$ cat config.mk
export PLATFORM = sky130hd
export DESIGN_NAME = i2c_target
export DESIGN_NICKNAME = d
export VERILOG_FILES = /design/src/rtl/i2c_pkg.sv /design/src/rtl/i2c_bus_sync.sv /design/src/rtl/i2c_target.sv
export SDC_FILE = /design/constraint.sdc
export NUM_CORES = 1
export LEC_CHECK = 0
export ABC_AREA = 1
export BUFFER_PORTS_ARGS = -buffer_cell sky130_fd_sc_hd__buf_4
export CAP_MARGIN = 10
export CORE_AREA = 4 4 96 53
export CTS_CLUSTER_SIZE = 16
export DETAILED_ROUTE_END_ITERATION = 16
export DIE_AREA = 0 0 100 57
export PLACE_DENSITY = 0.81
export REMOVE_ABC_BUFFERS = 1
export SYNTH_ARGS = -nofsm -noshare
export SYNTH_HDL_FRONTEND = slang
export SYNTH_SLANG_ARGS = --single-unit
export TNS_END_PERCENT = 30
$ cat constraint.sdc
create_clock -name clk -period 1.7 [get_ports clk]
set_clock_uncertainty 0.1 [all_clocks]
set_input_delay 0.34 -clock clk [delete_from_list [all_inputs] [get_ports clk]]
set_output_delay 0.34 -clock clk [all_outputs]
set_load 0.01 [all_outputs]
$ cat src/rtl/i2c_pkg.sv
// rtl/i2c_pkg.sv - shared types and helpers for the I2C target endpoint
package i2c_pkg;

  typedef enum logic [2:0] {
    IDLE, ADDR, ADDR_ACK, WRITE, WRITE_ACK, READ, READ_ACK, IGNORE
  } i2c_target_state_e;

  localparam logic I2C_RW_READ = 1'b1;

  // Replace the low n bits of the base address with the strap pins.
  function automatic logic [6:0] i2c_resolve_addr(input logic [6:0] base,
                                                  input logic [2:0] pins,
                                                  input int n);
    logic [6:0] a;
    a = base;
    for (int i = 0; i < 3; i++) begin
      if (i < n) a[i] = pins[i];
    end
    return a;
  endfunction

endpackage

$ cat src/rtl/i2c_bus_sync.sv
// rtl/i2c_bus_sync.sv - SCL/SDA synchroniser with edge and START/STOP detection
module i2c_bus_sync #(
  parameter int SYNC_STAGES = 2
) (
  input  logic clk,
  input  logic rst,
  input  logic scl_i,
  input  logic sda_i,
  output logic sda,
  output logic scl_rise,
  output logic scl_fall,
  output logic start_det,
  output logic stop_det
);
  localparam int N = (SYNC_STAGES < 2) ? 2 : SYNC_STAGES;

  logic [N-1:0] scl_sync_q, scl_sync_d, sda_sync_q, sda_sync_d;
  logic         scl_dly_q, scl_dly_d, sda_dly_q, sda_dly_d;
  logic         scl;

  assign scl = scl_sync_q[N-1];
  assign sda = sda_sync_q[N-1];

  always_comb begin
    scl_sync_d = {scl_sync_q[N-2:0], scl_i};
    sda_sync_d = {sda_sync_q[N-2:0], sda_i};
    scl_dly_d  = scl;
    sda_dly_d  = sda;
  end

  always_ff @(posedge clk or posedge rst) begin
    if (rst) begin
      scl_sync_q <= '1;
      sda_sync_q <= '1;
      scl_dly_q  <= 1'b1;
      sda_dly_q  <= 1'b1;
    end else begin
      scl_sync_q <= scl_sync_d;
      sda_sync_q <= sda_sync_d;
      scl_dly_q  <= scl_dly_d;
      sda_dly_q  <= sda_dly_d;
    end
  end

  // SCL must be high on both samples so an SDA edge coincident with SCL moving is not a condition.
  assign scl_rise  = scl & ~scl_dly_q;
  assign scl_fall  = ~scl & scl_dly_q;
  assign start_det = scl & scl_dly_q & sda_dly_q & ~sda;
  assign stop_det  = scl & scl_dly_q & ~sda_dly_q & sda;

endmodule

$ cat src/rtl/i2c_target.sv
// rtl/i2c_target.sv - I2C target endpoint with strapped address and byte-wide local handshake
module i2c_target
  import i2c_pkg::*;
#(
  parameter int         ADDRESS_PINS = 2,
  parameter logic [6:0] BASE_ADDR    = 7'h50,
  parameter int         SYNC_STAGES  = 2,
  parameter int         HOLD_CYCLES  = 4
) (
  input  logic clk,
  input  logic rst,
  input  logic scl_i,
  input  logic sda_i,
  output logic sda_oe,
  input  logic [((ADDRESS_PINS > 0) ? ADDRESS_PINS : 1)-1:0] addr_pins,
  output logic wr_valid,
  output logic [7:0] wr_data,
  output logic wr_first,
  output logic rd_req,
  input  logic [7:0] rd_data,
  output logic busy,
  output logic nack_seen
);
  // Read data lands one clk after rd_req, so the first read bit needs a hold of at least two.
  localparam int HOLD_EFF = (HOLD_CYCLES < 2) ? 2 : HOLD_CYCLES;
  localparam int HW       = $clog2(HOLD_EFF + 1);

  logic sda_s, scl_rise, scl_fall, start_det, stop_det;

  i2c_bus_sync #(.SYNC_STAGES(SYNC_STAGES)) u_bus_sync (
    .clk       (clk),
    .rst       (rst),
    .scl_i     (scl_i),
    .sda_i     (sda_i),
    .sda       (sda_s),
    .scl_rise  (scl_rise),
    .scl_fall  (scl_fall),
    .start_det (start_det),
    .stop_det  (stop_det)
  );

  i2c_target_state_e state_q, state_d;
  logic [7:0]    shift_q, shift_d, wr_data_q, wr_data_d, rx_byte;
  logic [2:0]    bit_cnt_q, bit_cnt_d;
  logic [HW-1:0] hold_cnt_q, hold_cnt_d;
  logic [6:0]    my_addr;
  logic ack_q, ack_d, first_q, first_d, sda_oe_q, sda_oe_d;
  logic wr_valid_q, wr_valid_d, wr_first_q, wr_first_d, rd_req_q, rd_req_d;
  logic busy_q, busy_d, nack_q, nack_d;

  always_comb begin
    my_addr    = i2c_resolve_addr(BASE_ADDR, 3'(addr_pins), ADDRESS_PINS);
    rx_byte    = {shift_q[6:0], sda_s};
    state_d    = state_q;
    shift_d    = shift_q;
    bit_cnt_d  = bit_cnt_q;
    hold_cnt_d = hold_cnt_q;
    ack_d      = ack_q;
    first_d    = first_q;
    sda_oe_d   = sda_oe_q;
    wr_data_d  = wr_data_q;
    wr_first_d = wr_first_q;
    busy_d     = busy_q;
    wr_valid_d = 1'b0;
    rd_req_d   = 1'b0;
    nack_d     = 1'b0;

    if (rd_req_q) shift_d = rd_data;

    // SDA only moves once the hold window after an SCL fall has elapsed.
    if (hold_cnt_q != '0) begin
      hold_cnt_d = hold_cnt_q - HW'(1);
      if (hold_cnt_q == HW'(1)) begin
        case (state_q)
          ADDR_ACK, WRITE_ACK: sda_oe_d = 1'b1;
          READ:                sda_oe_d = ~shift_q[7];
          default:             sda_oe_d = 1'b0;
        endcase
      end
    end

    if (start_det) begin
      state_d    = ADDR;
      bit_cnt_d  = 3'd0;
      busy_d     = 1'b0;
      ack_d      = 1'b0;
      sda_oe_d   = 1'b0;
      hold_cnt_d = '0;
    end else if (stop_det) begin
      state_d    = IDLE;
      busy_d     = 1'b0;
      sda_oe_d   = 1'b0;
      hold_cnt_d = '0;
    end else if (scl_rise) begin
      case (state_q)
        ADDR, WRITE: begin
          shift_d   = rx_byte;
          bit_cnt_d = bit_cnt_q + 3'd1;
          if (bit_cnt_q == 3'd7) begin
            ack_d = 1'b0;
            if (state_q == ADDR) begin
              if (rx_byte[7:1] == my_addr) begin
                state_d = ADDR_ACK;
                busy_d  = 1'b1;
              end else begin
                state_d = IGNORE;
              end
            end else begin
              wr_valid_d = 1'b1;
              wr_data_d  = rx_byte;
              wr_first_d = first_q;
              first_d    = 1'b0;
              state_d    = WRITE_ACK;
            end
          end
        end
        ADDR_ACK, WRITE_ACK: ack_d = 1'b1;
        READ:                bit_cnt_d = bit_cnt_q + 3'd1;
        READ_ACK: begin
          if (sda_s) begin
            nack_d  = 1'b1;
            state_d = IGNORE;
          end else begin
            ack_d = 1'b1;
          end
        end
        default: ;
      endcase
    end else if (scl_fall) begin
      hold_cnt_d = HW'(HOLD_EFF);
      case (state_q)
        ADDR_ACK: begin
          if (ack_q) begin
            bit_cnt_d = 3'd0;
            if (shift_q[0] == I2C_RW_READ) begin
              rd_req_d = 1'b1;
              state_d  = READ;
            end else begin
              first_d = 1'b1;
              state_d = WRITE;
            end
          end
        end
        WRITE_ACK: begin
          if (ack_q) begin
            bit_cnt_d = 3'd0;
            state_d   = WRITE;
          end
        end
        READ: begin
          if (bit_cnt_q == 3'd0) begin
            ack_d   = 1'b0;
            state_d = READ_ACK;
          end else begin
            shift_d = {shift_q[6:0], 1'b0};
          end
        end
        READ_ACK: begin
          if (ack_q) begin
            rd_req_d = 1'b1;
            state_d  = READ;
          end
        end
        default: ;
      endcase
    end
  end

  always_ff @(posedge clk or posedge rst) begin
    if (rst) begin
      state_q    <= IDLE;
      shift_q    <= 8'h00;
      bit_cnt_q  <= 3'd0;
      hold_cnt_q <= '0;
      ack_q      <= 1'b0;
      first_q    <= 1'b0;
      sda_oe_q   <= 1'b0;
      wr_valid_q <= 1'b0;
      wr_data_q  <= 8'h00;
      wr_first_q <= 1'b0;
      rd_req_q   <= 1'b0;
      busy_q     <= 1'b0;
      nack_q     <= 1'b0;
    end else begin
      state_q    <= state_d;
      shift_q    <= shift_d;
      bit_cnt_q  <= bit_cnt_d;
      hold_cnt_q <= hold_cnt_d;
      ack_q      <= ack_d;
      first_q    <= first_d;
      sda_oe_q   <= sda_oe_d;
      wr_valid_q <= wr_valid_d;
      wr_data_q  <= wr_data_d;
      wr_first_q <= wr_first_d;
      rd_req_q   <= rd_req_d;
      busy_q     <= busy_d;
      nack_q     <= nack_d;
    end
  end

  assign sda_oe    = sda_oe_q;
  assign wr_valid  = wr_valid_q;
  assign wr_data   = wr_data_q;
  assign wr_first  = wr_first_q;
  assign rd_req    = rd_req_q;
  assign busy      = busy_q;
  assign nack_seen = nack_q;

endmodule

Yosys cells after proc, flatten, opt, wreduce, memory -nomap -nowiden
Index checks and enable logic that the tools add are counted.
{ "word_totals": {"reg_bits": 39, "inputBits": 14} }
{ "classes": {"bitwise": 15, "add_sub_neg": 2, "eq_ne": 25, "muxes": 83, "n_reduce_logical": 29} }
{ "op_table": {"columns": ["operator", "count"], "rows": [
  ["2-to-1 mux 3 bit", 25],
  ["2-to-1 mux 8 bit", 8],
  ["2-to-1 mux 1 bit", 45],
  ["nonzero test 3 bit", 13],
  ["!= test 5 bit, second input constant", 5],
  ["AND reduction 9 bit", 2],
  ["equality test 3 bit, second input constant", 4],
  ["case mux 3 bit (4 select lines)", 1],
  ["AND reduction 5 bit", 2],
  ["!= test 4 bit, second input constant", 2],
  ["inverter 1 bit", 8],
  ["AND 1 bit", 7],
  ["equality test 7 bit", 1],
  ["AND reduction 7 bit", 1],
  ["nonzero test 7 bit", 1],
  ["equality test 3 x 1 -> 1 bit, second input constant", 2],
  ["equality test 3 x 2 -> 1 bit, second input constant", 2],
  ["!= test 2 bit, second input constant", 3],
  ["case mux 3 bit (2 select lines)", 1],
  ["AND reduction 6 bit", 1],
  ["nonzero test 2 bit", 3],
  ["!= test 5 x 1 -> 1 bit, second input constant", 1],
  ["!= test 5 x 2 -> 1 bit, second input constant", 1],
  ["!= test 5 x 4 -> 1 bit, second input constant", 1],
  ["11 further kinds", 14]
]} }

Depth between registers and ports, before layout
Gate-level depths: netlist of run 1.
{ "depth": {"ltp_word": 8, "ltp_mapped": 10} }

By module
Synthesis of run 1 repeated with hierarchy kept, for this count alone.
{ "unflattened": {"hier_cells": 271, "area_unflattened_um2": 2154.6} }
{ "modules_own_cells": {"columns": ["mod", "instances", "area_each_um2", "cells_each"], "rows": [
  ["i2c_target", 1, 1951.9, 253],
  ["i2c_bus_sync", 1, 202.7, 18]
]} }

Worst setup path before layout of run 1
OpenSTA, ideal clock, no wires.
{ "synth_path": {"path_kind": "reg-to-reg", "start": "reg u_bus_sync.scl_sync_q[1]", "end": "reg shift_q[0]", "path_buffers": 1, "stages_incl_launch_ff": 11, "t_arrival_ps": 1496, "setup_time_ps": 110, "required_ps": 1490, "slack_ps": -6, "cell_sequence": "dfstp_2 ha_1 nand2_1 nor2_4 nor2_2 inv_4 nor2_1 nand2_2 buf_6 nand2_1 o41ai_1"} }
{ "synth_between": {"elab_chain_len": 6} }
{ "synth_lines": {"columns": ["element", "line", "rtl"], "rows": [
  ["start: declaration", "i2c_bus_sync.sv:17", "logic [N-1:0] scl_sync_q, scl_sync_d, sda_sync_q, sda_sync_d;"],
  ["start signal: assignment", "i2c_bus_sync.sv:38", "scl_sync_q <= scl_sync_d;"],
  ["inverter 1 bit", "i2c_bus_sync.sv:47", "assign scl_fall = ~scl & scl_dly_q;"],
  ["AND 1 bit", "i2c_bus_sync.sv:47", null],
  ["2-to-1 mux 8 bit", "i2c_target.sv:129", "end else if (scl_fall) begin"],
  ["2-to-1 mux 8 bit", "i2c_target.sv:94", "end else if (scl_rise) begin"],
  ["2-to-1 mux 8 bit", "i2c_target.sv:89", "end else if (stop_det) begin"],
  ["2-to-1 mux 8 bit (*)", "i2c_target.sv:82", "if (start_det) begin"],
  ["via shift_d[0]", "i2c_target.sv:43", "logic [7:0] shift_q, shift_d, wr_data_q, wr_data_d, rx_byte;"],
  ["end signal: assignment", "i2c_target.sv:186", "shift_q <= shift_d;"],
  ["end: declaration", "i2c_target.sv:43", null]
]} }
Mark *: on every way through the listed nets, which the timed path passes. The rest lies on a longest branch.
A chain may end at the register's enable or synchronous reset.

Worst setup path after layout of run 1
{ "layout_path": {"start": "reg u_bus_sync.scl_sync_q[1]", "end": "reg bit_cnt_q[0]"} }
{ "layout_between": {"elab_chain_len": 5} }
{ "layout_lines": {"columns": ["element", "line", "rtl"], "rows": [
  ["AND 1 bit", "i2c_bus_sync.sv:48, i2c_bus_sync.sv:49", null],
  ["AND 1 bit, on equally long branches (2 in a row)", "i2c_bus_sync.sv:48, i2c_bus_sync.sv:49", null],
  ["!= test 3 x 2 -> 1 bit (no line), or another cell as far along", null, null],
  ["AND reduction 5 bit (no line)", null, null],
  ["end signal: assignment", "i2c_target.sv:187", "bit_cnt_q <= bit_cnt_d;"],
  ["end: declaration", "i2c_target.sv:44", "logic [2:0] bit_cnt_q, bit_cnt_d;"]
]} }
Parallel ways exist; a longest one is shown, timed or not. The select of a mux whose other input is x is not followed.

==> flow_metrics.env, run 1 <==
export IMPL_std_cell_rows=17
export IMPL_violations="negative hold slack, negative setup slack"
export IMPL_outcome="finished with violations"
export IMPL_synth_edf_count=0
export IMPL_netlist_instances=267
export IMPL_finish_instance_area_um2=2820
export IMPL_r2r_start="u_bus_sync.scl_sync_q[1]$_DFF_PP1_"
export IMPL_p_leak_nw=1.39
export IMPL_synth_largest_area_cell="dfrtp_1"
export IMPL_timing_final_ws_setup_ns=-0.0902
export IMPL_endpoint_kind="flop"
export IMPL_clockRootBuffer="clkbuf_8"
export IMPL_track_usage=0.201
export IMPL_ys_ff_latch=39
export IMPL_setup_viol_count_final=17
export IMPL_rrSetupSlack_ns=-0.09
export IMPL_clock_latency_ns=0.29
export IMPL_grt_pass1_wl_um=9000
export IMPL_avgRoutedWirePerCell_um=14.7
export IMPL_vias=1962
export IMPL_antenna_found_initial=0
export IMPL_gp_congestion=0.939
export IMPL_synth_area_um2=2110
export IMPL_fmax_ghz=0.559
export IMPL_syn_avg_cell_area_um2=7.89
export IMPL_ys_types=31
export IMPL_die_h_um=57
export IMPL_clkSlewWorstSetupHoldPaths_ns=0.08
export IMPL_reg2reg_depth=7
export IMPL_critPathLaunchType="flop"
export IMPL_ant_nets=0
export IMPL_period_minus_slack_ns=1.79
export IMPL_synthArstFlopShare=1.00
export IMPL_period_share=1.05
export IMPL_seq_area_frac_synth=0.467
export IMPL_drive_above_1_share=0.337
export IMPL_yosysMostFrequentCell="nand2_1"
export IMPL_synth_area_leaders="dfrtp_1, nand2_1, dfstp_2, ha_1, inv_1"
export IMPL_grt_ovfl_total=0
export IMPL_fin_nets=345
export IMPL_area_growth_pct=33.7
export IMPL_synthFlopType="dfrtp_1"
export IMPL_dp_hpwl_um=3950
export IMPL_synth_top_cell_area_share=0.392
export IMPL_required_ns=1.82
export IMPL_dp_cells=370
export IMPL_r2r_end="bit_cnt_q[0]$_DFFE_PP0P_"
export IMPL_layout_cells_non_filler=380
export IMPL_cts_sinks=39
export IMPL_numPortBuffers=27
export IMPL_hold_slack_ns=-0.00716
export IMPL_drtIter0Drc=166
export IMPL_worstSetupPathType="reg2reg"
export IMPL_initial_core_util=0.497
export IMPL_rsz0062_at_grt="yes"
export IMPL_firstDrtPassIters=5
export IMPL_hp_class="in2async"
export IMPL_slew_limit_headroom=0.702
export IMPL_drt_vias_per_instance=5.16
export IMPL_yosys_warnings=0
export IMPL_clockBufferDepth=2
export IMPL_numCtsBuffers=5
export IMPL_hold_viol=13
export IMPL_grt_max_degree=40
export IMPL_wl_um=5570
export IMPL_top_layer="met4"
export IMPL_path_max_fanout=6
export IMPL_dr_wl_met3_um=478
export IMPL_htreeDepth=2
export IMPL_route_detailed_drc=0
export IMPL_antennaDiodeCount=0
export IMPL_routedLengthMet1_um=2620
export IMPL_tightest_slew_ns=0.447
export IMPL_synth_common_cells="nand2_1, dfrtp_1, inv_1, nor2_1, o21ai_0"
export IMPL_drv_slew=0
export IMPL_grt_pass1_vias=1905
export IMPL_crit_arrival_ns=1.91
export IMPL_fp_dieW_um=100
export IMPL_wl_met2_um=2410
export IMPL_cts_tree="built"
export IMPL_dieArea_um2=5700
export IMPL_drv_cap=0
export IMPL_core_area_um2=4230
export IMPL_io_pin_count=28
export IMPL_peakVddDrop_mv=0.538
export IMPL_powerDensity_nw_per_um2=1230
export IMPL_placed_area_um2=2550
layout by cell type (no fill, tap or decap), types with 3 or more instances in the layout:
cell,instances
nor3_1,3
nor2_4,6
nor2_2,6
dfrtp_1,33
clkbuf_8,7
nand3_1,16
inv_2,3
nand2_1,66
ha_1,6
o21ai_0,15
inv_1,28
o21ai_1,12
buf_4,47
nor2_1,21
nand2_2,10
dfstp_2,6
nand4_1,3
o21ai_2,8
flip-flops by register name, indices dropped and copies added (netlist names), 2 cells and up:
| signal | count |
|---|---|
| bit_cnt_q | 3 |
| hold_cnt_q | 3 |
| shift_q | 8 |
| state_q | 3 |
| u_bus_sync.scl_sync_q | 2 |
| u_bus_sync.sda_sync_q | 2 |
| wr_data | 8 |
worst max-delay path, stage by stage, from the launching register on:
cell	delay [ns]
dfstp_2	0.60
ha_4	0.22
clkinvlp_4	0.14
nor2_2	0.18
nand3_1	0.09
nand4_1	0.21
nand2_1	0.09
o21ai_1	0.09
worst max path at each step:
stage,start,to,depth (start not counted)
floorplan,u_bus_sync.scl_sync_q[1]$_DFF_PP1_,shift_q[0]$_DFF_PP0_,7
global placement,u_bus_sync.scl_dly_q$_DFF_PP1_,ack_q$_DFFE_PP0P_,7
detailed placement,u_bus_sync.scl_dly_q$_DFF_PP1_,bit_cnt_q[0]$_DFFE_PP0P_,6
CTS,u_bus_sync.scl_sync_q[1]$_DFF_PP1_,bit_cnt_q[0]$_DFFE_PP0P_,8
global route,u_bus_sync.scl_sync_q[1]$_DFF_PP1_,bit_cnt_q[2]$_DFFE_PP0P_,8
finish,u_bus_sync.scl_sync_q[1]$_DFF_PP1_,bit_cnt_q[0]$_DFFE_PP0P_,7
final cells by class:
class	count	area, um^2
Fill cell	357	1420
Multi-Input combinational cell	191	1100
Sequential cell	39	983
Timing Repair Buffer	52	430
Inverter	33	130
Clock buffer	8	100
Tap cell	57	71.3
metrics by stage:
step                utilization  TNS [ns]  worst slack, ns  hold slack [ns]  power [mW]
detailed placement        0.602     -1.34           -0.155            0.248        2.59
CTS                       0.651    -0.535          -0.0650          0.00874        3.35
global route              0.665     -2.68           -0.201           0.0286        3.69
global placement          0.602    -0.510          -0.0560            0.247        2.55
floorplan                     -     -1.84           -0.187            0.244        2.21
finish                    0.665    -0.730          -0.0902         -0.00716        3.46
logic make-up (layout without fill, tap and decap cells):
kind of cell / Yosys count / count (layout) / synth area share
simple gates: 139 / 139 / 0.282
compound gates: 42 / 42 / 0.119
flops: 39 / 39 / 0.467
buf+inv: 37 / 93 / 0.0749
fa+ha+maj: 9 / 9 / 0.0535
xor+xnor: 1 / 1 / 0.00416
where the power goes:
group | internal, mW | leakage, nW | switching [mW]
Clock | 0.371 | 0.0515 | 0.328
Sequential | 1.15 | 0.504 | 0.183
Combinational | 0.528 | 0.838 | 0.905
Total | 2.04 | 1.39 | 1.42
repair_timing:
action	CTS	global route
buffers inserted	1	1
hold buffers	0	0
endpoints found under the setup margin	27	28
pin swaps	9	8
gates resized for setup	25	19
per-layer routing:
layer,track usage,vias up
li1,-,972
met1,0.294,905
met2,0.289,76
met3,0.0562,9
met4,0.0614,0
met5,0,-
Power figures use the tool's default switching activity.
==> run 2, diff against run 1 <==
--- a/config.mk
+++ b/config.mk
@@ -5,14 +5,13 @@
 export SDC_FILE = /design/constraint.sdc
 export NUM_CORES = 1
 export LEC_CHECK = 0
-export ABC_AREA = 1
 export BUFFER_PORTS_ARGS = -buffer_cell sky130_fd_sc_hd__buf_4
 export CAP_MARGIN = 10
-export CORE_AREA = 4 4 96 53
+export CORE_AREA = 4 4 97 53
 export CTS_CLUSTER_SIZE = 16
 export DETAILED_ROUTE_END_ITERATION = 16
-export DIE_AREA = 0 0 100 57
-export PLACE_DENSITY = 0.81
+export DIE_AREA = 0 0 101 57
+export PLACE_DENSITY = 0.83
 export REMOVE_ABC_BUFFERS = 1
 export SYNTH_ARGS = -nofsm -noshare
 export SYNTH_HDL_FRONTEND = slang
==> run 2 against run 1 <==
  * The flow finishes with violations (negative setup slack)
  * Sequential share of layout area fell by 2.3 points
  * Via count decreased by 6.3%
  * Maximum frequency down 11%
  * Clock power is 14% lower
  * Critical path type unchanged
==> flow_metrics.env, run 2 <==
export IMPL_pwr_share_seq=0.366
export IMPL_switchingPower_mw=1.47
export IMPL_power_share_clock=0.154
export IMPL_hold_slack_ns=0.0483
export IMPL_setup_tns_final_ns=-5.88
export IMPL_dieArea_um2=5760
export IMPL_synth_area_um2=2190
export IMPL_period_minus_slack_ns=2.02
export IMPL_ys_types=52
export IMPL_regArea_um2=985
export IMPL_yosys_warnings=0
export IMPL_fin_nets=292
export IMPL_critPathLaunchType="flop"
export IMPL_setup_viol_count_final=25
export IMPL_synthArstFlopShare=1.00
export IMPL_std_cell_rows=17
export IMPL_initial_core_util=0.512
export IMPL_synthFlopType="dfrtp_1"
export IMPL_drtIter0Drc=142
export IMPL_drv_slew=0
export IMPL_cts_sinks=39
export IMPL_seq_area_frac_synth=0.449
export IMPL_endpoint_kind="flop"
export IMPL_antennaDiodeCount=0
export IMPL_startpoint="u_bus_sync.scl_sync_q[1]$_DFF_PP1_"
export IMPL_p_sw_frac=0.376
export IMPL_io_pin_count=28
export IMPL_fillers=311
export IMPL_grt_pass1_vias=1950
export IMPL_hold_viol=0
export IMPL_powerDensity_nw_per_um2=1300
export IMPL_ys_ff_latch=39
export IMPL_multi_input_area_um2=1220
export IMPL_synth_largest_area_cell="dfrtp_1"
export IMPL_vias=1838
export IMPL_route_detailed_drc=0
export IMPL_crit_arrival_ns=2.09
export IMPL_p_comb_frac=0.480
export IMPL_yosysMostFrequentCell="dfrtp_1"
export IMPL_ant_nets=0
export IMPL_p_leak_nw=1.36
export IMPL_final_core_util=0.707
export IMPL_drive_above_1_share=0.500
export IMPL_clockBufferDepth=2
export IMPL_cts_tree="built"
export IMPL_required_ns=1.78
export IMPL_r2r_start="u_bus_sync.scl_sync_q[1]$_DFF_PP1_"
export IMPL_tightest_slew_ns=0.433
export IMPL_fmax_ghz=0.496
export IMPL_peakVddDrop_mv=0.749
export IMPL_htreeDepth=2
export IMPL_clockRootBuffer="clkbuf_8"
export IMPL_hp_class="in2reg"
export IMPL_final_common_cell="buf_4"
export IMPL_clock_latency_ns=0.29
export IMPL_track_usage=0.221
export IMPL_mostFrequentLayoutCells="buf_4, dfrtp_1, mux2_2"
export IMPL_min_from="sda_i"
export IMPL_gp_congestion=1.00
export IMPL_synth_edf_count=0
export IMPL_finalPower_mw=3.92
export IMPL_synth_top_cell_area_share=0.377
export IMPL_grt_ovfl_total=0
export IMPL_violations="negative setup slack"
export IMPL_wl_um=6010
export IMPL_fp_dieW_um=101
export IMPL_slew_limit_headroom=0.712
export IMPL_firstDrtPassIters=4
export IMPL_numPortBuffers=27
export IMPL_p_int_mw=2.45
export IMPL_die_h_um=57
export IMPL_timing_final_ws_setup_ns=-0.318
export IMPL_dp_hpwl_um=4420
export IMPL_worstSetupPathType="reg2reg"
export IMPL_grt_max_degree=27
export IMPL_synth_common_cells="dfrtp_1, inv_1, mux2_2"
export IMPL_rsz0062_at_grt="yes"
export IMPL_path_max_fanout=6
export IMPL_outcome="finished with violations"
export IMPL_avgRoutedWirePerCell_um=18.4
export IMPL_numCtsBuffers=5
export IMPL_antenna_found_initial=0
export IMPL_area_growth_pct=37.9
export IMPL_period_share=1.19
export IMPL_place_ws_ns=-0.424
export IMPL_core_area_um2=4280
export IMPL_drv_cap=0
export IMPL_syn_avg_cell_area_um2=11.1
export IMPL_grt_pass1_wl_um=9710
export IMPL_clkSlewWorstSetupHoldPaths_ns=0.08
export IMPL_synth_area_leaders="dfrtp_1, dfstp_2, mux2_2, mux2_4, ha_1"
export IMPL_drt_vias_per_instance=5.62
export IMPL_netlist_instances=197
==> run 2: cell count changes in the layout (fill, tap and decap cells not counted), moves of 12 or more <==
cell,delta
nor2_1,-13
o21ai_0,-13
o21ai_1,-12
buf_4,+27
inv_1,-16
mux2_2,+13
nand2_1,-61
==> run 2: final timing paths <==
path                                                       to  slack [ns]  depth (start not counted)
max                                    wr_data[3]$_DFFE_PP0P_       -0.32                          6
min                        u_bus_sync.sda_sync_q[0]$_DFF_PP1_        0.05                          1
max reg2reg                            wr_data[3]$_DFFE_PP0P_       -0.32                          6
min reg2reg                u_bus_sync.sda_sync_q[1]$_DFF_PP1_        0.26                          0
max in group asynchronous             hold_cnt_q[2]$_DFF_PP0_        0.54                          4
min in group asynchronous              state_q[0]$_DFFE_PP0P_        0.49                          3
==> run 2: final cells by class <==
cell class,count,area share
multi-input cells,132,0.403
clock buffers,7,0.0253
inverters,13,0.0161
well taps,57,0.0236
flip-flops and latches,39,0.326
repair buffers,78,0.204
clock inverters,1,0.00166
==> run 2: kinds of logic (layout without fill, tap and decap cells) <==
group	count (synthesis)	in the layout	synth area share
AND/OR/NAND/NOR	53	53	0.139
flip-flops	39	39	0.449
AO/OA/AOI/OAI	38	38	0.130
multiplexers	27	27	0.151
buffers and inverters	26	99	0.0594
adder cells (fa/ha/maj)	9	9	0.0514
XOR/XNOR	5	5	0.0200
==> run 2: stage by stage <==
step | cell area, um^2 | std cells
after detailed placement | 2770 | 316
after CTS | 2960 | 326
final | 3020 | 327
after global routing | 3020 | 327
after global placement | 2770 | 316
after floorplan | 2110 | 184
==> run 2: layer usage <==
metal | global-route usage | wire length (um) | up-vias
li1 | - | - | 865
met1 | 0.313 | 2870 | 897
met2 | 0.335 | 2590 | 63
met3 | 0.0598 | 474 | 13
met4 | 0.0587 | 78 | 0
met5 | 0 | 0 | -
==> run 2: power groups by stage <==
stage | Combinational [mW] | Sequential (mW) | Clock (mW)
CTS | 1.80 | 1.41 | 0.619
global route | 2.06 | 1.45 | 0.665
finish | 1.88 | 1.43 | 0.604
detailed placement | 1.68 | 1.42 | 0
global placement | 1.63 | 1.40 | 0
floorplan | 0.892 | 1.42 | 0
==> run 2: repair_timing <==
| item | CTS | global route |
|---|---|---|
| resized for setup | 21 | 10 |
| endpoints found under the setup margin | 26 | 31 |
| pin swaps | 4 | 8 |
| hold buffers | 1 | 0 |
| buffers inserted | 1 | 1 |
| endpoints found under the hold margin | 2 | 0 |
==> run 2: worst max-delay path, stage by stage (launching register included) <==
cell and delay [ns]:
dfstp_2 0.56, ha_4 0.17, and3b_2 0.24, nand2_2 0.08, nor3b_2 0.22, buf_4 0.21, mux2_4 0.31
